## src/rtl/map_arb_pkg.sv

```systemverilog
// Shared definitions for the map_lut query arbiter: FSM states, map
// geometry and coordinate widths, plus a map-bounds helper used when the
// MAP_ARB_BOUNDS_EN build option is defined.
package map_arb_pkg;

  typedef enum logic [1:0] {
    ST_IDLE    = 2'd0,
    ST_LOOKUP  = 2'd1,
    ST_RESPOND = 2'd2
  } arb_state_e;

  localparam int MAP_W = 28;
  localparam int MAP_H = 24;
  localparam int X_W   = 8;
  localparam int Y_W   = 7;

  // True when (x, y) addresses a tile inside the playfield.
  function automatic logic coord_in_map(input logic [X_W-1:0] x,
                                        input logic [Y_W-1:0] y);
    return (x < X_W'(MAP_W)) && (y < Y_W'(MAP_H));
  endfunction

endpackage : map_arb_pkg

```

## src/rtl/map_query_arbiter_picker.sv

```systemverilog
// Round-robin priority picker: finds the first set request bit at or after
// rr_ptr, scanning upward with wrap-around. Purely combinational.
module rr_priority_picker #(
  parameter int N_REQ = 4,
  parameter int IDX_W = $clog2(N_REQ)
) (
  input  logic [N_REQ-1:0] req,
  input  logic [IDX_W-1:0] rr_ptr,
  output logic [N_REQ-1:0] winner_onehot,
  output logic [IDX_W-1:0] winner_idx,
  output logic             any
);

  // Scan N_REQ positions starting at rr_ptr and latch onto the first request.
  always_comb begin
    logic found;
    int   pos;
    found         = 1'b0;
    pos           = 0;
    winner_idx    = '0;
    winner_onehot = '0;
    for (int k = 0; k < N_REQ; k++) begin
      pos = int'(rr_ptr) + k;
      if (pos >= N_REQ) begin
        pos = pos - N_REQ;
      end else begin
        pos = pos;
      end
      if (!found && req[pos]) begin
        found      = 1'b1;
        winner_idx = IDX_W'(pos);
      end else begin
        found      = found;
      end
    end
    any = found;
    winner_onehot[winner_idx] = found;
  end

endmodule : rr_priority_picker

```

## src/rtl/map_query_arbiter.sv

```systemverilog
// map_query_arbiter: shares the single combinational map_lut wall lookup
// among N_REQ requesters in round-robin order. One lookup takes three
// cycles (IDLE arbitration, LOOKUP, RESPOND) and ends with a one-cycle
// rsp_valid strobe for the served requester.
// Build option: define MAP_ARB_BOUNDS_EN to force out-of-map coordinates
// to read as walls (map_x/map_y driven 0 for such lookups).
module map_query_arbiter
  import map_arb_pkg::*;
#(
  parameter int N_REQ = 4
) (
  input  logic                 clock,
  input  logic                 reset,
  input  logic [N_REQ-1:0]     req,
  input  logic [X_W*N_REQ-1:0] req_x,
  input  logic [Y_W*N_REQ-1:0] req_y,
  output logic [N_REQ-1:0]     grant,
  output logic [N_REQ-1:0]     rsp_valid,
  output logic                 rsp_wall,
  output logic [X_W-1:0]       map_x,
  output logic [Y_W-1:0]       map_y,
  input  logic                 map_wall,
  output logic                 busy
);

  localparam int IDX_W = $clog2(N_REQ);

  arb_state_e         state_q, state_d;
  logic [IDX_W-1:0]   rr_ptr_q, rr_ptr_d;
  logic [IDX_W-1:0]   winner_q, winner_d;
  logic [N_REQ-1:0]   grant_q, grant_d;
  logic [N_REQ-1:0]   rsp_valid_q, rsp_valid_d;
  logic               rsp_wall_q, rsp_wall_d;
  logic [X_W-1:0]     map_x_q, map_x_d;
  logic [Y_W-1:0]     map_y_q, map_y_d;
  logic               oob_q, oob_d;

  logic [N_REQ-1:0]   pick_onehot_s;
  logic [IDX_W-1:0]   pick_idx_s;
  logic               pick_any_s;
  logic [X_W-1:0]     win_x_s;
  logic [Y_W-1:0]     win_y_s;
  logic [IDX_W-1:0]   rr_next_s;

  rr_priority_picker #(
    .N_REQ (N_REQ),
    .IDX_W (IDX_W)
  ) u_picker (
    .req           (req),
    .rr_ptr        (rr_ptr_q),
    .winner_onehot (pick_onehot_s),
    .winner_idx    (pick_idx_s),
    .any           (pick_any_s)
  );

  assign win_x_s   = req_x[pick_idx_s*X_W +: X_W];
  assign win_y_s   = req_y[pick_idx_s*Y_W +: Y_W];
  assign rr_next_s = (winner_q == IDX_W'(N_REQ - 1)) ? '0 : (winner_q + IDX_W'(1));

  // Next-state and datapath updates for the IDLE/LOOKUP/RESPOND sequence.
  always_comb begin
    state_d     = state_q;
    rr_ptr_d    = rr_ptr_q;
    winner_d    = winner_q;
    grant_d     = grant_q;
    rsp_valid_d = '0;
    rsp_wall_d  = rsp_wall_q;
    map_x_d     = map_x_q;
    map_y_d     = map_y_q;
    oob_d       = oob_q;
    case (state_q)
      ST_IDLE: begin
        if (pick_any_s) begin
`ifdef MAP_ARB_BOUNDS_EN
          oob_d = !coord_in_map(win_x_s, win_y_s);
`else
          oob_d = 1'b0;
`endif
          grant_d  = pick_onehot_s;
          winner_d = pick_idx_s;
          map_x_d  = oob_d ? '0 : win_x_s;
          map_y_d  = oob_d ? '0 : win_y_s;
          state_d  = ST_LOOKUP;
        end else begin
          state_d  = ST_IDLE;
        end
      end
      ST_LOOKUP: begin
        // Coordinates stay put; the LUT answer is captured on this edge.
        rsp_wall_d  = oob_q ? 1'b1 : map_wall;
        rsp_valid_d = grant_q;
        grant_d     = '0;
        rr_ptr_d    = rr_next_s;
        state_d     = ST_RESPOND;
      end
      ST_RESPOND: begin
        state_d = ST_IDLE;
      end
      default: begin
        state_d = ST_IDLE;
      end
    endcase
  end

  // State register with synchronous reset; reset aborts any lookup in flight.
  always_ff @(posedge clock) begin
    if (reset) begin
      state_q     <= ST_IDLE;
      rr_ptr_q    <= '0;
      winner_q    <= '0;
      grant_q     <= '0;
      rsp_valid_q <= '0;
      rsp_wall_q  <= 1'b0;
      map_x_q     <= '0;
      map_y_q     <= '0;
      oob_q       <= 1'b0;
    end else begin
      state_q     <= state_d;
      rr_ptr_q    <= rr_ptr_d;
      winner_q    <= winner_d;
      grant_q     <= grant_d;
      rsp_valid_q <= rsp_valid_d;
      rsp_wall_q  <= rsp_wall_d;
      map_x_q     <= map_x_d;
      map_y_q     <= map_y_d;
      oob_q       <= oob_d;
    end
  end

  assign grant     = grant_q;
  assign rsp_valid = rsp_valid_q;
  assign rsp_wall  = rsp_wall_q;
  assign map_x     = map_x_q;
  assign map_y     = map_y_q;
  assign busy      = (state_q != ST_IDLE);

endmodule : map_query_arbiter
```

## config.mk

```make
export PLATFORM = sky130hd
export DESIGN_NAME = map_query_arbiter
export DESIGN_NICKNAME = d
export VERILOG_FILES = /design/src/rtl/map_arb_pkg.sv /design/src/rtl/map_query_arbiter_picker.sv /design/src/rtl/map_query_arbiter.sv
export SDC_FILE = /design/constraint.sdc
export NUM_CORES = 1
export LEC_CHECK = 0
export CORE_AREA = 2 2 78 65
export DETAILED_ROUTE_END_ITERATION = 12
export DIE_AREA = 0 0 80 67
export PLACE_DENSITY = 0.76
export SKIP_LAST_GASP = 1
export SLEW_MARGIN = 20
export SYNTH_ARGS = -nofsm -noshare
export SYNTH_HDL_FRONTEND = slang
export SYNTH_SLANG_ARGS = --single-unit
```

## constraint.sdc

```tcl
create_clock -name clock -period 2.2 [get_ports clock]
set_input_delay 0.44 -clock clock [delete_from_list [all_inputs] [get_ports clock]]
set_output_delay 0.44 -clock clock [all_outputs]
set_load 0.05 [all_outputs]
```

==> results of run 1 <==
[through the flow]
stage	total power [uW]	cell area (um^2)	cells	setup WS [ps]	util, %
2_1_floorplan	1080	1730	196	386	-
3_3_place_gp	1400	2850	359	26.4	63.2
3_5_place_dp	1410	2850	359	12.9	63.2
4_1_cts	1960	2960	367	110	65.6
5_1_grt	2040	2960	367	50.7	65.6
6_report	1950	2960	367	112	65.6
[registers in the layout (all words and copies together) (netlist names)]
signal	flops
map_x	8
map_y	7
grant	4
rsp_valid	4
rr_ptr_q	2
state_q	2
winner_q	2
rsp_wall	1
[cells in the mapped netlist (all sizes together), types with 2 or more instances]
master / number / share of area (%)
a21o: 14 / 6.1
a21oi: 10 / 2.9
and2: 4 / 1.4
and3: 2 / 0.72
buf: 8 / 4.4
clkbuf: 6 / 1.3
dfxtp: 30 / 35
inv: 3 / 0.65
mux2i: 17 / 9.8
nand2: 22 / 4.9
nand2b: 5 / 1.8
nand3: 19 / 5.5
nor2: 10 / 3.3
o211ai: 15 / 9.4
o21ai: 14 / 4.0
or3: 2 / 0.72
[worst max-delay path, delay by kind of cell, from the launching register on]
family        cells  cell delay (ps)
buf+inv           2              770
simple gates      1              280
flops             1              310
[power breakdown]
group	leakage, uW	switching (uW)	internal [uW]
clock	0.0000579	217	333
combinational	0.000939	404	356
sequential	0.000246	35.9	601
[logic make-up after synthesis]
family	after synthesis	share of synthesized area, %
fa+ha+maj	1	0.722
buf+inv	17	6.36
simple gates	72	21.7
mux	17	9.83
compound gates	59	26.7
flops	30	34.7
[layer usage]
layer | global-route usage (%) | wire length, um | vias to the layer above
li1 | - | - | 932
met4 | 6.36 | 53 | 0
met3 | 6.91 | 468 | 4
met5 | 0 | 0 | -
met1 | 24.5 | 2330 | 850
met2 | 34.2 | 2540 | 79
[cell type report]
| class | instances | area (um^2) |
|---|---|---|
| Fill cell | 406 | 1550 |
| Timing Repair Buffer | 117 | 1140 |
| Multi-Input combinational cell | 149 | 1020 |
| Sequential cell | 30 | 601 |
| Tap cell | 60 | 75.1 |
| Clock buffer | 5 | 68.8 |
| Clock inverter | 3 | 40.0 |
| Inverter | 3 | 11.3 |
[worst paths after layout]
kind	start	end	slack (ps)	cells after the start
hold / removal	map_x[2]	map_x[2]	460	2
hold reg to reg	map_x[2]	map_x[2]	460	2
setup / recovery	state_q[0]	busy	110	3
setup reg to reg	rr_ptr_q[0]	map_y[0]	480	6
==> results.txt, run 1 <==
The first detailed-routing pass ran for 4 iterations. The period utilization came out at a little over nine tenths. The worst hold slack is between 400 and 500 ps.

Clock latency on the worst-skew pair, taken at its later pin, is around 280 ps. The worst setup path is launched from a flop. Measured along the y axis, the die boundary spans roughly 67 um.

Using the TritonRoute via totals, the vias-per-cell ratio works out to about 5.1. The placeable core region is ~0.0045 mm^2. Timing would allow up to ~480 MHz. The transition time at the pin with the least slew margin is roughly 540 ps.

The largest fanout on the critical path is 3. Routability-driven placement finished with a final weighted congestion of between 0.7 and 0.8. The count of inserted antenna diode cells came out at 0. The total of cells resized after clock tree synthesis came out at 0. The clock tree synthesis step divided the H-tree into 2 levels. The final layout contains 374 nets. The number of routed nets with antenna violations is 0.

The largest net degree at the start of global routing came out at 16. The number of antenna violations at the first check in global routing came to 0. The share of synthesized flip-flops with an asynchronous set or reset is 0%. The maximum single-stage delay on the critical path is 700 ps. The die span in x is 80 um.

The worst setup path is captured at a primary output. The arrival time of the worst setup path is between 1500 and 2000 ps. The effective utilization at floorplan is about two fifths. The count of buffers from port buffering came out at a little over 90.

In the layout the commonest cells are 91 x clkdlybuf4s50_1, 30 x dfxtp_1, 23 x buf_4. Setup violations remaining at the end of the flow were counted as 0. Counting every sink on the clock net gives 30. Summed over all failing endpoints, the final setup total negative slack is 0 ps. The number of hold-repair buffers added at the cts stage came out at 0. The clock transition at the registers of the reported paths came out at roughly 70 ps. The worst slew slack as a fraction of its limit is ~64%. Synthesis produced between 150 and 200 cells.

The detailed router finished its first iteration with 53 violations. Counting distinct cell types in the post-synthesis netlist gives 38. The number of max-slew violations in the final report is 0. Relative to the synthesized area, the layout overhead comes to 71.0%. The root buffer selected by CTS is clkbuf_8. The most used flip-flop cell after synthesis is dfxtp_1. The share of the yosys chip area belonging to registers is a little over a third. The sum of routed wire length over all layers is around 5.4 mm. The most common library cell in the layout ignoring fill and taps is clkdlybuf4s50_1. The total number of vias came out at around 1900.

The number of rows in the core area is 22. The area of the die is 0.00536 mm^2. VDD sags by at most about 300 uV. In this run, synthesis produced a sequential element count of 30.

The flow ran to the end, and the final reports show no timing, DRC or antenna violations. The ratio of cells with drive above 1 in the final layout came out at between 15 and 20%. The number of buffers added for setup after CTS is 0. The post-layout minimum cycle time came out at 2090 ps. Setup repair after global routing left no endpoint under its margin. The net count after synthesis is between 200 and 300. Summing every instance area after synthesis gives 0.00173 mm^2. The total routing resource utilization after global routing is roughly a fifth. The total power per unit cell area came out at ~660 mW/mm^2. The first global-routing pass estimated 8.25 mm of wire. Walking the worst path, the cells encountered are nor2_1 -> inv_1 -> clkdlybuf4s50_1. The worst-path cell with the longest stage delay is clkdlybuf4s50_1. The category of the critical setup timing path is reg2out.

Data on the critical path is required at its endpoint by around 1800 ps. The average wire per cell in the routed design is around 15 um. Summed over all nets, the half-perimeter wirelength after detailed placement is ~4.2 mm.

Max-cap violations in this run came to 0. The average instance in the mapped netlist occupies between 8 and 9 um^2. In this run the deepest clock path goes through 2 buffers. TritonCTS created 5 clock buffers.

The total global routing overflow came out at 0. The leakage dissipation came out at approximately 0.0012 uW. In the routed design, unresolved DRC markers number 0.

The CTS tree is built. The number of warnings reported in the yosys synthesis log is 0. The number of global-route vias before repair came out at between 1500 and 2000.

The final hold violation count came to 0. The number of flops mapped to enable cells by yosys is 0. 92 I/O pins were placed. The worst clock skew is 7.68 ps. The worst hold path belongs to the class reg2reg.
Note: power is estimated with default switching activity, not from simulation.
==> run 2, diff against run 1 <==
CAP_MARGIN = 20   (was default)
GPL_TIMING_DRIVEN = 0   (was default)
SLEW_MARGIN = default   (was 20)
==> results.txt, run 2 (same netlist as run 1, synthesis figures left out) <==
The flow ran to the end, and the final reports show no timing, DRC or antenna violations. The number of nets at the end of the flow came out at 365 (-2.4%). The total power consumption of the routed design is 2070 uW (+6.1%). The flip-flop count of the largest register, all copies and words added came out at 8 (unchanged).

The tree is rooted in a clkbuf_8. Leaving out fill and tap cells, the most frequent cell in the layout is clkdlybuf4s50_1. The arrival time of the worst setup path came to 2270 ps (+620 ps).

The average wire per cell in the routed design was 14.3 um (-2.9%). The slack of the worst reg-to-reg path came out at 500 ps (+20 ps). Setup repair after global routing left no endpoint under its margin. The number of remaining DRC errors came out at 0 (unchanged).

Leaving out fill and tap cells, the most frequent cells in the layout are 91 x clkdlybuf4s50_1, 30 x dfxtp_1, 21 x nand2_1. The total routing resource utilization after global routing was 19.3% (-1.1 points). The clock transition at the registers of the reported paths came out at 70 ps (about the same). The leakage dissipation is 0.00119 uW (-4.2%).

The number of CTS-inserted buffers is 5 (unchanged). The HPWL after detailed placement was 3.86 mm (-7.2%). The clock sink total came to 30 (unchanged).

The total number of vias was 1835 (-1.6%). The floorplan die height came to 67 um (unchanged). The number of rows in the core area is 22 (unchanged). The number of routed nets with antenna violations is 0 (unchanged). The final instance area is 0.00291 mm^2 (-1.8%).

The global-route wire length before repair is 7.98 mm (-3.3%). The placeable core region came out at 0.00451 mm^2 (unchanged). The total power per unit cell area is 711 mW/mm^2 (+8.1%). The count of buffers from port buffering is 91 (unchanged). The largest net degree at the start of global routing was 11 (-5). The layout overhead on the synthesized area came out at 67.9%. The final-layout setup total negative slack came out at 0 ps (unchanged). The largest fanout on the critical path is 10 (+7).

The number of search-and-repair iterations in the first detailed-routing pass came out at 4 (unchanged). The area of the die came out at 0.00536 mm^2 (unchanged). The instance area after placement came to 0.00272 mm^2 (-4.7%). TritonCTS built the clock tree.

The weighted congestion reported at the end of routability-driven placement came to 0.786 (-0.47%). The transition time at the pin with the least slew margin was 549 ps (+11.0 ps). The number of global-route vias before repair came to 1754 (+0.23%). The depth of the CTS H-tree came to 2 (unchanged). The effective utilization at floorplan is 38.4% (unchanged).

The count of inserted antenna diode cells came to 0 (unchanged). The total global routing overflow is 0 (unchanged). The worst path required time came out at 2360 ps (+600 ps). The post-layout minimum cycle time came out at 2110 ps (+22.0 ps). The final hold violation count came out at 0 (unchanged). The worst slew slack as a fraction of its limit is 63.3% (-0.74 points).

The sum of routed wire length over all layers is 5.10 mm (-5.3%). The number of antenna violations at the first check in global routing came out at 0 (unchanged). The number of maximum-capacitance constraint violations is 0 (unchanged). STA classifies the critical path startpoint as an input pin. The first-iteration detailed-routing DRC count is 80 (+51%). The maximum count of clock buffers along a single path came out at 2 (unchanged). The total I/O pin count is 92 (unchanged). The number of max-slew violations in the final report is 0 (unchanged). The total setup violations reported at the end of the flow came out at 0 (unchanged). The worst hold slack came out at 468 ps (+3.14 ps).

The type of the most critical hold path is reg2reg. The peak clock frequency supported by timing is 474 MHz (-1.0%). The peak supply drop was 434 uV (+43%).

The detailed-route vias per instance was 5.13 (+0.86%). The category of the critical setup timing path is in2reg. The final core utilization was 64.4% (-1.2 points).

STA classifies the critical path endpoint as a flop. The clock latency on the worst-skew pair is 280 ps (about the same). The ratio of cells with drive above 1 in the final layout was 14.1% (-2.2 points). The die span in x came to 80 um (unchanged). The period utilization came to 95.9% (+1.0 points). The worst clock skew came to 2.49 ps (-5.19 ps).
-- run 2: final timing paths --
path,from,endpoint,depth (start not counted)
setup / recovery,req[3],map_x[3],9
hold reg to reg,map_x[2],map_x[2],2
hold / removal,map_x[2],map_x[2],2
setup reg to reg,state_q[0],map_x[6],6
-- run 2: area by class of cell --
type	count	area, um^2
Clock inverter	2	60.1
Multi-Input combinational cell	149	1030
Fill cell	399	1610
Timing Repair Buffer	94	933
Buffer	14	113
Tap cell	60	75.1
Inverter	3	11.3
Clock buffer	6	82.6
Sequential cell	30	601
-- run 2: worst max-delay path, stage by stage --
cell             delay [ps]
clkdlybuf4s50_1         470
or2_1                   260
buf_6                   130
and4_1                  160
buf_4                   160
nor2_8                  130
buf_12                  160
mux2i_1                 260
o211ai_2                 90
-- run 2: routing by layer --
metal	GRT usage [%]	wire length [um]
met1	23.3	2120
met2	32.9	2430
met3	5.69	490
met4	6.14	60
met5	0	0
-- run 2: what timing repair did --
action / 4_1_cts / 5_1_grt
hold buffers: 0 / 0
gates resized for setup: 1 / 16
pin swaps: 0 / 2
cloned: 0 / 0
setup endpoints to repair: 2 / 11
buffers inserted: 0 / 3
-- run 2: through the flow --
stage                     instances  setup WS [ps]
after detailed placement        347           -300
after floorplan                 196            386
after global routing            358           13.7
after global placement          347           -263
final                           358           89.7
after CTS                       355           23.0
-- run 2: power breakdown --
part           leakage (uW)  internal [uW]  switching (uW)  total (uW)
Sequential         0.000246            601            32.1         633
Clock             0.0000714            483             212         695
Combinational      0.000873            336             403         739
Total               0.00119           1420             647        2070
==> run 3, diff against run 2 <==
ABC_AREA = 1   (was default)
CORE_AREA = 2 2 95 79   (was 2 2 78 65)
DIE_AREA = 0 0 97 81   (was 0 0 80 67)
PLACE_DENSITY = 0.58   (was 0.76)
==> results.txt, run 3 <==
The share of the yosys chip area belonging to registers came to 29.9% (-4.8 points). The count of state elements after synthesis came out at 30 (unchanged). The flip-flop count of the largest register, all copies and words added came out at 8 (unchanged). The peak supply drop was 616 uV (+42%). The critical path capture point type is a primary output. The number of remaining DRC errors is 0 (unchanged). The first-iteration detailed-routing DRC count is 66 (-18%). The number of max-slew violations in the final report came out at 0 (unchanged). The depth of the CTS H-tree came out at 2 (unchanged). The ratio of cells with drive above 1 in the final layout came out at 9.45% (-4.6 points).

The number of routed nets with antenna violations is 0 (unchanged). The count of inserted antenna diode cells came to 0 (unchanged). The proportion of power drawn by the clock network is 12.7% (-21 points). The switching share of power came out at 50.6% (+19 points). The number of warnings reported in the yosys synthesis log was 0 (unchanged).

The netlist area before placement came out at 0.00201 mm^2 (+16%). TritonCTS built the clock tree. The reported net switching power is 2140 uW (+230%). The total setup violations reported at the end of the flow came out at 0 (unchanged). The period utilization came out at 91.3% (-4.6 points). The worst clock skew came to 4.60 ps (+2.11 ps). Leaving out fill and tap cells, the most frequent cell in the layout is nand2_1. The arrival time of the worst setup path came out at 1570 ps (-700 ps).

The total global routing overflow is 0 (unchanged). The share of synthesized flip-flops with an asynchronous set or reset was 0% (unchanged). The number of placed instances with taps included is 532 (+53%). The largest total area in the synthesized netlist belongs to dfxtp_1. The number of global-route vias before repair is 2142 (+22%). The area of the die is 0.00786 mm^2 (+47%). The number of nets at the end of the flow came to 522 (+43%). The post-layout minimum cycle time was 2010 ps (-101 ps). The cell sitting at the root of the clock tree is a clkbuf_8.

The count of buffers from port buffering is 91 (unchanged). The largest net degree at the start of global routing is 11 (unchanged). The number of search-and-repair iterations in the first detailed-routing pass came to 4 (unchanged). The hold path depth is 2 (unchanged). The final hold violation count came to 0 (unchanged). The total power per unit cell area came to 1310 mW/mm^2 (+85%).

The synthesized area divided by synthesized cell count was 5.72 um^2 (-35%). The floorplan die height came to 81 um (+21%). The clock latency on the worst-skew pair was 280 ps (about the same). The slack of the worst reg-to-reg path is 320 ps (-180 ps). The proportion of power drawn by combinational gates is 67.3% (+32 points). The type of element launching the critical path is a flop. The worst reg-to-reg path cell count came out at 14 (+8). The part of the power in registers is 20.0% (-11 points). The HPWL after detailed placement is 4.74 mm (+23%).

The clock transition at the registers of the reported paths is 60 ps (about the same). The global-route wire length before repair is 9.77 mm (+22%). Tracing the worst setup path back leads to its startpoint at state_q[1].

The weighted congestion reported at the end of routability-driven placement is 0.824 (+4.9%). The worst slew slack as a fraction of its limit is 64.3% (+0.99 points). The worst path required time is 1760 ps (-600 ps).

The internal power contribution came to 2090 uW (+47%). The total number of vias came out at 2344 (+28%). The final-layout setup total negative slack is 0 ps (unchanged). The sum of routed wire length over all layers came out at 5.99 mm (+17%).

The total routing resource utilization after global routing is 15.3% (-4.0 points). The fraction of synthesized cell area taken by the top area cell type came out at 29.9% (-4.8 points). The effective utilization at floorplan came to 28.5% (-9.8 points). The number of rows in the core area came out at 28 (+27%).

The final instance area is 0.00323 mm^2 (+11%). The number of hold-repair buffers added at the cts stage is 0 (unchanged). The number of antenna violations at the first check in global routing came out at 0 (unchanged). The detailed-route vias per instance is 4.30 (-16%). The dominant register cell in the synthesized netlist is dfxtp_1. The worst reg2reg path startpoint is rr_ptr_q[0].

The instance area after placement came out at 0.00303 mm^2 (+12%). nand2_1 is the most common cell in the netlist. In this run the most critical hold path is launched from grant[1]. The clock sink total is 30 (unchanged). In the layout the commonest cells are 119 x nand2_1, 91 x clkdlybuf4s50_1, 58 x nand3_1.

The leakage dissipation is 0.00164 uW (+38%). The number of CTS-inserted buffers was 5 (unchanged). The worst register-to-register path ends at map_x[1].

The transition time at the pin with the least slew margin came to 534 ps (-14.8 ps). The run finished with clean final reports. The path class of the tightest hold or removal check is reg2reg. The number of flops mapped to enable cells by yosys came out at 0 (unchanged). The average wire per cell in the routed design came to 11.0 um (-23%). The worst-path cell with the longest stage delay is clkdlybuf4s50_1. The die span in x is 97 um (+21%). The total I/O pin count is 92 (unchanged). The maximum single-stage delay on the critical path is 800 ps (+330 ps). The layout overhead on the synthesized area came out at 60.7%. The path with the worst hold slack has its endpoint at rsp_valid[1]. The total power consumption of the routed design came out at 4230 uW (+100%). The final core utilization came out at 45.8% (-19 points). The number of standard cells in the final layout excluding fillers is 545 (+52%).

The largest fanout on the critical path came out at 2 (-8). By count the netlist is led by 120 x nand2_1, 59 x nand3_1, 58 x inv_1, 44 x nor2_1, 30 x dfxtp_1. The number of maximum-capacitance constraint violations is 0 (unchanged). The maximum count of clock buffers along a single path is 2 (unchanged). By startpoint and endpoint, the worst setup path is classified as reg2out. The number of inserted filler cells in the final layout came to 746 (+87%). The net count after synthesis came out at 419 (+59%). In the post-synthesis netlist, the biggest area contributors are dfxtp_1 30%, nand2_1 22%, nand3_1 15%.

The number of unique standard cell types used by synthesis is 21 (-45%). The peak clock frequency supported by timing came to 498 MHz (+5.0%). The gate count of the mapped netlist was 351 (+79%). The placeable core region is 0.00704 mm^2 (+56%). The signal on the critical path passes through inv_1 -> nand2_1 -> clkdlybuf4s50_1.
## run 3: changes by cell type after synthesis, moves of 10 or more
cell / change
o21ai_0: -11
mux2i_1: -17
a21o_1: -14
o211ai_2: -10
nand3_1: +40
nand2_1: +99
nor2_1: +36
inv_1: +55
## run 3: layout make-up
cell class	instances	area [um^2]	area share [%]
Buffer	13	100	3.10
Clock buffer	5	68.8	2.13
Clock inverter	3	40.0	1.24
Inverter	63	239	7.41
Multi-Input combinational cell	245	1120	34.6
Sequential cell	30	601	18.6
Tap cell	90	113	3.49
Timing Repair Buffer	96	948	29.4
## run 3: repair_timing
action                                  4_1_cts  5_1_grt
gates resized for setup                       1       14
endpoints found under the hold margin         0        0
setup buffers                                 0        5
endpoints found under the setup margin        7       19
pin swaps                                     0        1
## run 3: cells by family (layout without fill, tap and decap cells)
logic type               count (synthesis)  count (layout)  share of synthesized area, %
AO/OA/AOI/OAI                           12              12                          3.05
adder cells (fa/ha/maj)                  1               1                         0.623
buffers and inverters                   76             180                          16.2
flip-flops                              30              30                          29.9
AND/OR/NAND/NOR                        232             232                          50.2
## run 3: how the worst max path moves through the flow
stage | to | cells past startpoint
after floorplan | map_x[5] | 15
after global placement | map_y[0] | 12
after detailed placement | map_y[6] | 12
after CTS | map_x[1] | 15
after global routing | map_x[0] | 15
final | busy | 3
## run 3: worst max-delay path, delay by kind of cell (launching register included)
kind,cells,cell delay [ps]
buffers and inverters,2,880
AND/OR/NAND/NOR,1,90
flip-flops,1,330
## run 3: routing by layer
metal	wire length, um	up-vias	track usage [%]
met5	0	-	0
met4	42	0	2.96
met3	337	7	4.56
met2	2630	62	24.3
met1	2980	1007	20.8
li1	-	1268	-
## run 3: through the flow
| stage | setup WS, ps | hold slack (ps) |
|---|---|---|
| final | 191 | 455 |
| after global routing | -1.26 | 490 |
| after CTS | 60.7 | 461 |
| after detailed placement | -351 | 452 |
| after global placement | -310 | 450 |
| after floorplan | 543 | 449 |
## run 3: power by group through the flow
stage	Sequential, uW	Clock [uW]	Combinational (uW)
2_1_floorplan	1380	0	1380
3_3_place_gp	855	0	2710
3_5_place_dp	856	0	2730
4_1_cts	849	551	2750
5_1_grt	874	576	3150
6_report	846	536	2850
